--- src/rtl/spram_arbiter.sv ---
// rtl/spram_arbiter.sv - round-robin arbiter sharing one single-port SRAM between fetch and data ports
// Grant is combinational; a one-entry tracking register routes the 1-cycle-late response.
module spram_arbiter #(
  parameter logic [31:0] BASE = 32'h0000_0000,
  parameter int unsigned SIZE = 'h80,
  parameter int unsigned AW   = $clog2(SIZE)
) (
  input  logic          clk,
  input  logic          rst,
  input  logic          p0_req,
  input  logic [31:0]   p0_addr,
  output logic          p0_gnt,
  output logic          p0_rvalid,
  output logic [31:0]   p0_rdata,
  output logic          p0_err,
  input  logic          p1_req,
  input  logic          p1_we,
  input  logic [3:0]    p1_be,
  input  logic [31:0]   p1_addr,
  input  logic [31:0]   p1_wdata,
  output logic          p1_gnt,
  output logic          p1_rvalid,
  output logic [31:0]   p1_rdata,
  output logic          p1_err,
  output logic          ram_ce,
  output logic [AW-1:0] ram_addr,
  output logic [3:0]    ram_we,
  output logic [31:0]   ram_d,
  input  logic [31:0]   ram_q
);

  localparam logic [31:0] WIN_BYTES = 32'(4 * SIZE);

  logic        r_last;
  logic        r_valid;
  logic        r_port;
  logic        r_err;
  logic        r_wr;

  logic        w_pick1;
  logic        w_gnt0;
  logic        w_gnt1;
  logic        w_any;
  logic [31:0] w_addr;
  logic [31:0] w_off;
  logic        w_inwin;
  logic [31:0] w_rsp_data;

  // Port 1 wins alone, or on a conflict when port 0 was granted last.
  always_comb begin
    w_pick1 = p1_req && (!p0_req || !r_last);
    w_gnt1  = !rst && w_pick1;
    w_gnt0  = !rst && p0_req && !w_pick1;
    w_any   = w_gnt0 || w_gnt1;
    w_addr  = w_pick1 ? p1_addr : p0_addr;
    w_off   = w_addr - BASE;
    w_inwin = w_off < WIN_BYTES;
  end

  assign p0_gnt   = w_gnt0;
  assign p1_gnt   = w_gnt1;
  assign ram_ce   = w_any && w_inwin;
  assign ram_we   = (w_gnt1 && w_inwin && p1_we) ? p1_be : 4'b0000;
  assign ram_addr = w_off[AW+1:2];
  assign ram_d    = w_pick1 ? p1_wdata : 32'h0;

  always_ff @(posedge clk or posedge rst) begin
    if (rst) begin
      r_last  <= 1'b1;
      r_valid <= 1'b0;
      r_port  <= 1'b0;
      r_err   <= 1'b0;
      r_wr    <= 1'b0;
    end else begin
      r_valid <= w_any;
      if (w_any) begin
        r_last <= w_gnt1;
        r_port <= w_gnt1;
        r_err  <= !w_inwin;
        r_wr   <= w_gnt1 && p1_we;
      end
    end
  end

  // Writes and errors return zero data; only in-window reads pass ram_q through.
  assign w_rsp_data = (r_valid && !r_err && !r_wr) ? ram_q : 32'h0;

  assign p0_rvalid = r_valid && !r_port;
  assign p1_rvalid = r_valid && r_port;
  assign p0_err    = p0_rvalid && r_err;
  assign p1_err    = p1_rvalid && r_err;
  assign p0_rdata  = p0_rvalid ? w_rsp_data : 32'h0;
  assign p1_rdata  = p1_rvalid ? w_rsp_data : 32'h0;

endmodule
--- config.mk ---
export PLATFORM = sky130hd
export DESIGN_NAME = spram_arbiter
export DESIGN_NICKNAME = d
export VERILOG_FILES = /design/src/rtl/spram_arbiter.sv
export SDC_FILE = /design/constraint.sdc
export NUM_CORES = 1
export LEC_CHECK = 0
export CORE_AREA = 2 2 97 99
export CTS_BUF_LIST = sky130_fd_sc_hd__clkbuf_2 sky130_fd_sc_hd__clkbuf_4 sky130_fd_sc_hd__clkbuf_8
export CTS_CLUSTER_DIAMETER = 60
export DETAILED_ROUTE_END_ITERATION = 10
export DIE_AREA = 0 0 99 101
export GPL_ROUTABILITY_DRIVEN = 0
export HOLD_SLACK_MARGIN = 0.08
export SYNTH_ARGS = -nofsm -noshare
export SYNTH_HDL_FRONTEND = slang
export SYNTH_SLANG_ARGS = --single-unit
--- constraint.sdc ---
create_clock -name clk -period 3.6 [get_ports clk]
set_input_delay 0.36 -clock clk [delete_from_list [all_inputs] [get_ports clk]]
set_output_delay 0.36 -clock clk [all_outputs]
set_load 0.005 [all_outputs]
==> reports/results.tsv, run 1 <==
metric	value	unit
status	complete, no violations	
RSZ-0062 raised after global routing	no	
power density cells	144.3	mW/mm²
Max Root-Sink Buffers	2	
IO buf count	246	
residual DRC count	0	
antenna cells	0	
Synth top area share	53.88	%
Crit Path Max Fanout	12	
max_cap viols	0	
Rel. slew slack	66.67	%
top-count cell post-synth	and2_1	
Hold Slack	0.3915	ns
fin util	42.26	%
FF-to-FF Start	r_last	
Total Power	547.6	µW
Post-synth EDFFs	0	
FF+latch count, synth	5	
Syn Area/Cell	6.953	µm²
initial antenna violation count	0	
R2R depth	3	
remaining global-route overflow	0	
dominant synthesized flop cell	dfrtp_1	
Crit. Startpoint	p1_req	
Worst EP required	3.24	ns
post-synthesis instance total	167	
Synthesized Nets	304	
leakage	0.001426	µW
Synth area leader	and2_1	
TritonRoute pass-1 iters	4	
WL final	6.968	mm
pin count of the biggest net entering global routing	33	
Die H	101	µm
final antenna-violating net count	0	
fin cells	520	
worst skew pair latency	0.22	ns
crit path launch type	input port	
Hold Crit Class	in2async	
CP arrival	2.51	ns
Global Route Usage Sum	12.39	%
synth top area cells	and2_1, dfrtp_1, mux2_2	
top cells by count, synth	and2_1, clkbuf_1, mux2_2	
Slew Viols, Final	0	
Hold Violations, Final	0	
area grow syn2layout	226.7	%
vias in the first global route	2085	
Placed Cells	516	
cts repair resizes	0	
crit path kind	in2out	
R2R Path End	r_err	
Critical Path End Type	output pin	
Setup Viol. Count Final	0	
asr flop ratio synth	100.0	%
initial detailed-routing violation count	26	
clock root buffer master	clkbuf_8	
clock slew seen by the registers of the worst setup and hold paths	0.04	ns
H-tree Lvls	1	
Tightest Pin Transition	0.4947	ns
library cells used by synthesis	25	
Peak VDD IR	0.00009414	V
nets@finish	547	
I/O Pins	251	
width of the die	99	µm
synthesized area	0.001161	mm²
die area	0.009999	mm²
TritonCTS buffer count	3	
synth warn	0	
Avg WL per Cell	13.40	µm
FP Rows	35	
part of the cycle the worst path needs	79.81	%
CTS tree	built	
layout cells sized above 1	5.379	%
first-pass GRT wire length	10.01	mm
Total Neg Setup Slack	0	ns
Fmax	348.1	MHz
Worst Clk Skew	0.001526	ns
Initial Util	12.93	%
via count	2110	
clk sinks	5	
R2R Setup Slk	2.08	ns
via/cell ratio	4.058	
postcts setup bufs	0	
Critical Path End	ram_we[0]	
hold_buf cts	0	
time the worst path needs with I/O delays and setup	2.873	ns
Core Footprint	0.008977	mm²
DP Wirelength	6.389	mm
sequential area share after synthesis	10.88	%
-- cells in the final DEF (no fill, tap or decap), drive strengths merged --
master	instances
inv	6
clkbuf	4
and4	1
nor3b	2
or3	1
mux2	7
buf	3
a211oi	4
and2	100
nand2	6
nor2	1
nor2b	1
dfstp	1
dfrtp	4
a31o	1
and3	1
nand4	2
a21boi	1
nand2b	1
clkdlybuf4s50	246
a21o	1
o21ai	2
nor4	10
a21oi	1
nor3	2
-- state kept, by name (all words and copies together), names as in the netlist --
| register | count |
|---|---|
| r_err | 1 |
| r_last | 1 |
| r_port | 1 |
| r_valid | 1 |
| r_wr | 1 |
-- worst max-delay path, cell delays in order --
cell and delay [ns]:
clkdlybuf4s50_1 0.50, a21boi_2 0.41, nand4_1 0.35, a211oi_1 0.35, clkdlybuf4s50_1 0.55
-- worst min-delay path by stage --
stage | slack [ns] | startpoint | to
2_1_floorplan | 0.16 | rst | r_err
5_1_grt | 0.42 | rst | r_valid
3_5_place_dp | 0.50 | r_last | r_last
3_3_place_gp | 0.48 | r_last | r_last
4_1_cts | 0.39 | rst | r_valid
6_report | 0.39 | rst | r_valid
-- per-layer routing --
metal  track usage [%]  vias up  part of all wire [%]
li1                  -     1025                     -
met4             3.267        0                   1.1
met3             2.843        6                    12
met2             25.10      150                    55
met5                 0        -                     0
met1             12.55      929                    32
-- final cells by class --
type                            count  area [µm²]
Timing Repair Buffer              249        2485
Sequential cell                     5       126.4
Multi-Input combinational cell    145       972.2
Fill cell                         931        5184
Tap cell                          111       138.9
Clock buffer                        4       48.80
Inverter                            6       22.52
-- logic make-up after synthesis --
kind of cell	share of synthesized area, %
AOI/OAI and AO/OA	5.927
buffers and inverters	5.711
DFF	10.88
muxes	6.789
and+or+nand+nor	70.69
-- metrics by stage --
stage | worst slack [ns] | area (µm²)
floorplan | 1.823 | 1161
global placement | 0.6535 | 3745
detailed placement | 0.6472 | 3745
CTS | 0.6462 | 3794
global route | 0.4876 | 3794
finish | 0.7269 | 3794
-- where the power goes --
part	total, µW	switching [µW]	internal [µW]	leakage (µW)
Sequential	72.3	6.95	65.4	0.0000585
Clock	111	27.8	83.5	0.0000262
Combinational	364	101	263	0.00134
Note: power is estimated with default switching activity, not from simulation.
==> inputs of run 2 (changes only) <==
==> constraint.sdc (replaced) <==
create_clock -name clk -period 2.4 [get_ports clk]
set_input_delay 0.24 -clock clk [delete_from_list [all_inputs] [get_ports clk]]
set_output_delay 0.24 -clock clk [all_outputs]
set_load 0.005 [all_outputs]
==> reports/results.tsv, run 2 (synthesized netlist as in run 1, its figures left out) <==
metric	value	unit
status	complete, no violations	
Hold Violations, Final	0	
Die H	101	µm
initial antenna violation count	0	
max_cap viols	0	
worst-path cell chain	clkdlybuf4s50_1, nor4_2, nand4_1, or3_4, buf_4, a211oi_1, clkbuf_2	
CP top delay family	simple AND/OR/NAND/NOR gates	
Fmax	441.3	MHz
Slew Viols, Final	0	
residual DRC count	0	
part of the cycle the worst path needs	94.42	%
Core Footprint	0.008977	mm²
Critical Path End Type	output pin	
Hold Crit Class	in2async	
commonest non-fill, non-tap cell in the layout	clkdlybuf4s50_1	
clk sinks	5	
Max Root-Sink Buffers	2	
Avg WL per Cell	13.21	µm
remaining global-route overflow	0	
layout cells sized above 1	9.547	%
TritonCTS buffer count	3	
Crit Path Max Fanout	4	
FF-to-FF Start	r_last	
RSZ-0062 raised after global routing	no	
initial detailed-routing violation count	80	
WL final	6.999	mm
IO buf count	246	
Stages on worst setup path	7	
worst skew pair latency	0.22	ns
DP Wirelength	6.470	mm
clock slew seen by the registers of the worst setup and hold paths	0.04	ns
leakage	0.001493	µW
Initial Util	12.93	%
Critical Path End	ram_we[2]	
CP max stage delay	0.43	ns
vias in the first global route	2083	
via/cell ratio	3.970	
commonest non-fill, non-tap cells in the layout	clkdlybuf4s50_1, and2_1, buf_4	
final antenna-violating net count	0	
width of the die	99	µm
time the worst path needs with I/O delays and setup	2.266	ns
Placed Area	0.003797	mm²
design area	0.003882	mm²
TritonRoute pass-1 iters	4	
power density cells	214.7	mW/mm²
Setup Viol. Count Final	0	
die area	0.009999	mm²
CP arrival	2.03	ns
Rel. slew slack	77.76	%
Peak VDD IR	0.0001580	V
R2R Setup Slk	0.85	ns
R2R Path End	r_err	
Crit. Startpoint	p0_addr[29]	
nets@finish	557	
Tightest Pin Transition	0.3327	ns
Crit path buffers/inverters	3	
Worst EP required	2.16	ns
I/O Pins	251	
pin count of the biggest net entering global routing	33	
Worst Clk Skew	0.002370	ns
R2R depth	5	
Global Route Usage Sum	12.22	%
hold_buf cts	0	
clock root buffer master	clkbuf_8	
via count	2104	
first-pass GRT wire length	10.07	mm
Worst path slowest cell	or3_4	
crit path launch type	input port	
CTS tree	built	
crit path kind	in2out	
H-tree Lvls	1	
FP Rows	35	
antenna cells	0	
Hold Slack	0.3685	ns
area grow syn2layout	234.4	%
Total Power	833.4	µW
-- run 2: changes by cell type in the layout (fill, tap and decap cells not counted), moves of 3 or more --
cell / change
a211oi_1: -3
a211oi_2: +3
buf_4: +9
clkbuf_2: +3
clkdlybuf4s50_1: -5
-- run 2: layout make-up --
| cell class | instances | area, µm² |
|---|---|---|
| clock buffers | 4 | 48.80 |
| repair buffers | 259 | 2546 |
| inverters | 6 | 22.52 |
| well taps | 111 | 138.9 |
| fillers | 925 | 5095 |
| flip-flops and latches | 5 | 126.4 |
| multi-input cells | 145 | 999.7 |
-- run 2: how the worst min path moves through the flow --
stage	slack, ns	endpoint
final	0.37	r_port
after detailed placement	0.50	r_last
after global routing	0.41	r_port
after CTS	0.37	r_port
after global placement	0.48	r_last
after floorplan	0.04	r_err
-- run 2: per-stage QoR --
stage                     util (%)  setup TNS [ns]  setup slack [ns]  cells
after detailed placement     42.30          -1.573           -0.2958    523
after floorplan                  -               0            0.7917    167
final                        43.25               0            0.1338    530
after global placement       42.30          -1.048           -0.2279    523
after global routing         43.25               0          0.001280    530
after CTS                    43.12               0          0.002423    529
-- run 2: timing repair --
item / in CTS / in global routing
hold endpoints to repair: 0 / 0
buffers inserted: 2 / 1
pin swaps: 2 / 3
endpoints found under the setup margin: 10 / 17
gates resized for setup: 10 / 11
-- run 2: report_power, final --
| part | internal [µW] | switching (µW) |
|---|---|---|
| Clock | 125 | 38.1 |
| Combinational | 406 | 154 |
| Sequential | 98.2 | 12.4 |
| Total | 629 | 204 |
-- run 2: per-layer routing --
layer  track usage [%]  vias to the layer above  wire length, µm
met5                 0                        -                0
met4             2.002                        0               50
met3             3.675                        4              841
met2             25.68                      150             3848
met1             11.59                      903             2259
li1                  -                     1047                -
-- run 2: worst reg2reg max path: stages, from the launching register on --
cell	delay [ns]
dfstp_2	0.38
a21boi_4	0.20
buf_4	0.15
nand4_1	0.27
buf_4	0.25
a31o_1	0.19
==> inputs of run 3 (changes only) <==
--- a/config.mk
+++ b/config.mk
@@ -5,11 +5,12 @@
 export SDC_FILE = /design/constraint.sdc
 export NUM_CORES = 1
 export LEC_CHECK = 0
-export CORE_AREA = 2 2 97 99
+export CORE_AREA = 2 2 98 100
 export CTS_BUF_LIST = sky130_fd_sc_hd__clkbuf_2 sky130_fd_sc_hd__clkbuf_4 sky130_fd_sc_hd__clkbuf_8
 export CTS_CLUSTER_DIAMETER = 60
 export DETAILED_ROUTE_END_ITERATION = 10
-export DIE_AREA = 0 0 99 101
+export DIE_AREA = 0 0 100 102
+export DONT_BUFFER_PORTS = 1
 export GPL_ROUTABILITY_DRIVEN = 0
 export HOLD_SLACK_MARGIN = 0.08
 export SYNTH_ARGS = -nofsm -noshare
==> constraint.sdc (replaced) <==
create_clock -name clk -period 2 [get_ports clk]
set_input_delay 0.2 -clock clk [delete_from_list [all_inputs] [get_ports clk]]
set_output_delay 0.2 -clock clk [all_outputs]
set_load 0.005 [all_outputs]
==> reports/results.tsv, run 3 (synthesized netlist as in run 1, its figures left out) <==
metric	value	unit
area grow syn2layout	19.83	%
worst-path cell chain	a21boi_4, or3_4, a211oi_1, buf_4	
hold wc startpoint	p1_req	
FF-to-FF Start	r_last	
Core Footprint	0.009109	mm²
antenna cells	0	
worst skew pair latency	0.22	ns
RSZ-0062 raised after global routing	no	
clock slew seen by the registers of the worst setup and hold paths	0.03	ns
final antenna-violating net count	0	
leakage	0.0005467	µW
IO buf count	0	
Max Root-Sink Buffers	2	
I/O Pins	251	
FP Rows	35	
Total Neg Setup Slack	0	ns
Critical Path End Type	output pin	
TritonCTS buffer count	3	
CP max stage delay	0.55	ns
time the worst path needs with I/O delays and setup	1.889	ns
Hold Crit Class	in2reg	
power density cells	385.0	mW/mm²
Placed Area	0.001320	mm²
crit path launch type	flip-flop	
via count	1247	
Global Route Usage Sum	9.732	%
Worst EP required	1.80	ns
commonest non-fill, non-tap cells in the layout	and2_1, buf_4, mux2_2	
residual DRC count	0	
Rel. slew slack	64.94	%
crit path kind	reg2out	
Initial Util	12.75	%
remaining global-route overflow	0	
Slew Viols, Final	0	
Die H	102	µm
Fmax	529.4	MHz
pin count of the biggest net entering global routing	33	
CTS tree	built	
clk sinks	5	
design area	0.001391	mm²
Worst Clk Skew	0.0006942	ns
Avg WL per Cell	20.83	µm
DP Wirelength	5.428	mm
CP arrival	1.69	ns
clock root buffer master	clkbuf_8	
initial antenna violation count	0	
die area	0.01020	mm²
commonest non-fill, non-tap cell in the layout	and2_1	
H-tree Lvls	1	
WL final	5.831	mm
max_cap viols	0	
Crit. Startpoint	r_last	
Tightest Pin Transition	0.5203	ns
initial detailed-routing violation count	14	
Worst path slowest cell	dfstp_2	
nets@finish	307	
Hold Slack	0.1124	ns
Setup Viol. Count Final	0	
TritonRoute pass-1 iters	4	
status	complete, no violations	
width of the die	100	µm
Peak VDD IR	0.0001340	V
Hold Violations, Final	0	
layout cells sized above 1	16.57	%
via/cell ratio	4.454	
CP top delay family	flip-flops	
first-pass GRT wire length	7.051	mm
Crit Path Max Fanout	14	
part of the cycle the worst path needs	94.44	%
vias in the first global route	1175	
Crit path buffers/inverters	1	
==> run 3: cell types whose count changed in the layout (fill, tap and decap cells not counted), sizes merged <==
cell,previous run,this run
dlygate4sd2,1,0
buf,14,8
dlygate4sd3,0,1
clkbuf,7,4
clkdlybuf4s50,241,0
==> run 3: power by group <==
part           internal (µW)  switching, µW  leakage, µW
logic                   90.1            113     0.000462
registers                118           15.4    0.0000585
clock network            150           48.6    0.0000262
==> run 3: final timing paths <==
check | to | slack (ns) | cells after the start
setup / recovery | ram_we[3] | 0.11 | 4
hold / removal | r_last | 0.11 | 2
setup reg to reg | r_err | 0.59 | 3
hold reg to reg | r_last | 0.52 | 2
max in group asynchronous | r_last | 1.36 | 2
min in group asynchronous | r_port | 0.38 | 2
==> run 3: area by class of cell <==
class                      count  area (µm²)
clock buffer                   4       48.80
fill                        1036        7717
inverter                       6       22.52
multi-input combinational    145       984.7
sequential                     5       126.4
tap                          111       138.9
timing repair buffer           9       70.07
==> run 3: metrics by stage <==
stage	instances	worst slack, ns	power (µW)	utilization (%)
3_5_place_dp	275	0.1936	340.9	14.49
4_1_cts	280	0.08741	549.0	15.27
5_1_grt	280	0.02247	580.3	15.27
6_report	280	0.1112	535.6	15.27
2_1_floorplan	167	0.4317	285.9	-
3_3_place_gp	275	0.2050	334.4	14.49
==> run 3: layer usage <==
metal	GRT usage, %	vias up	share of wire (%)	routed length [µm]
li1	-	543	-	-
met2	20.11	152	55	3221
met1	9.449	548	34	1964
met3	2.394	4	10	594
met4	2.845	0	0.87	51
met5	0	-	0	0
==> run 3: timing repair <==
item / 4_1_cts / 5_1_grt
hold endpoints to repair: 6 / 0
gates resized for setup: 2 / 0
hold buffers: 1 / 0
setup buffers: 0 / 0
endpoints found under the setup margin: 6 / 0
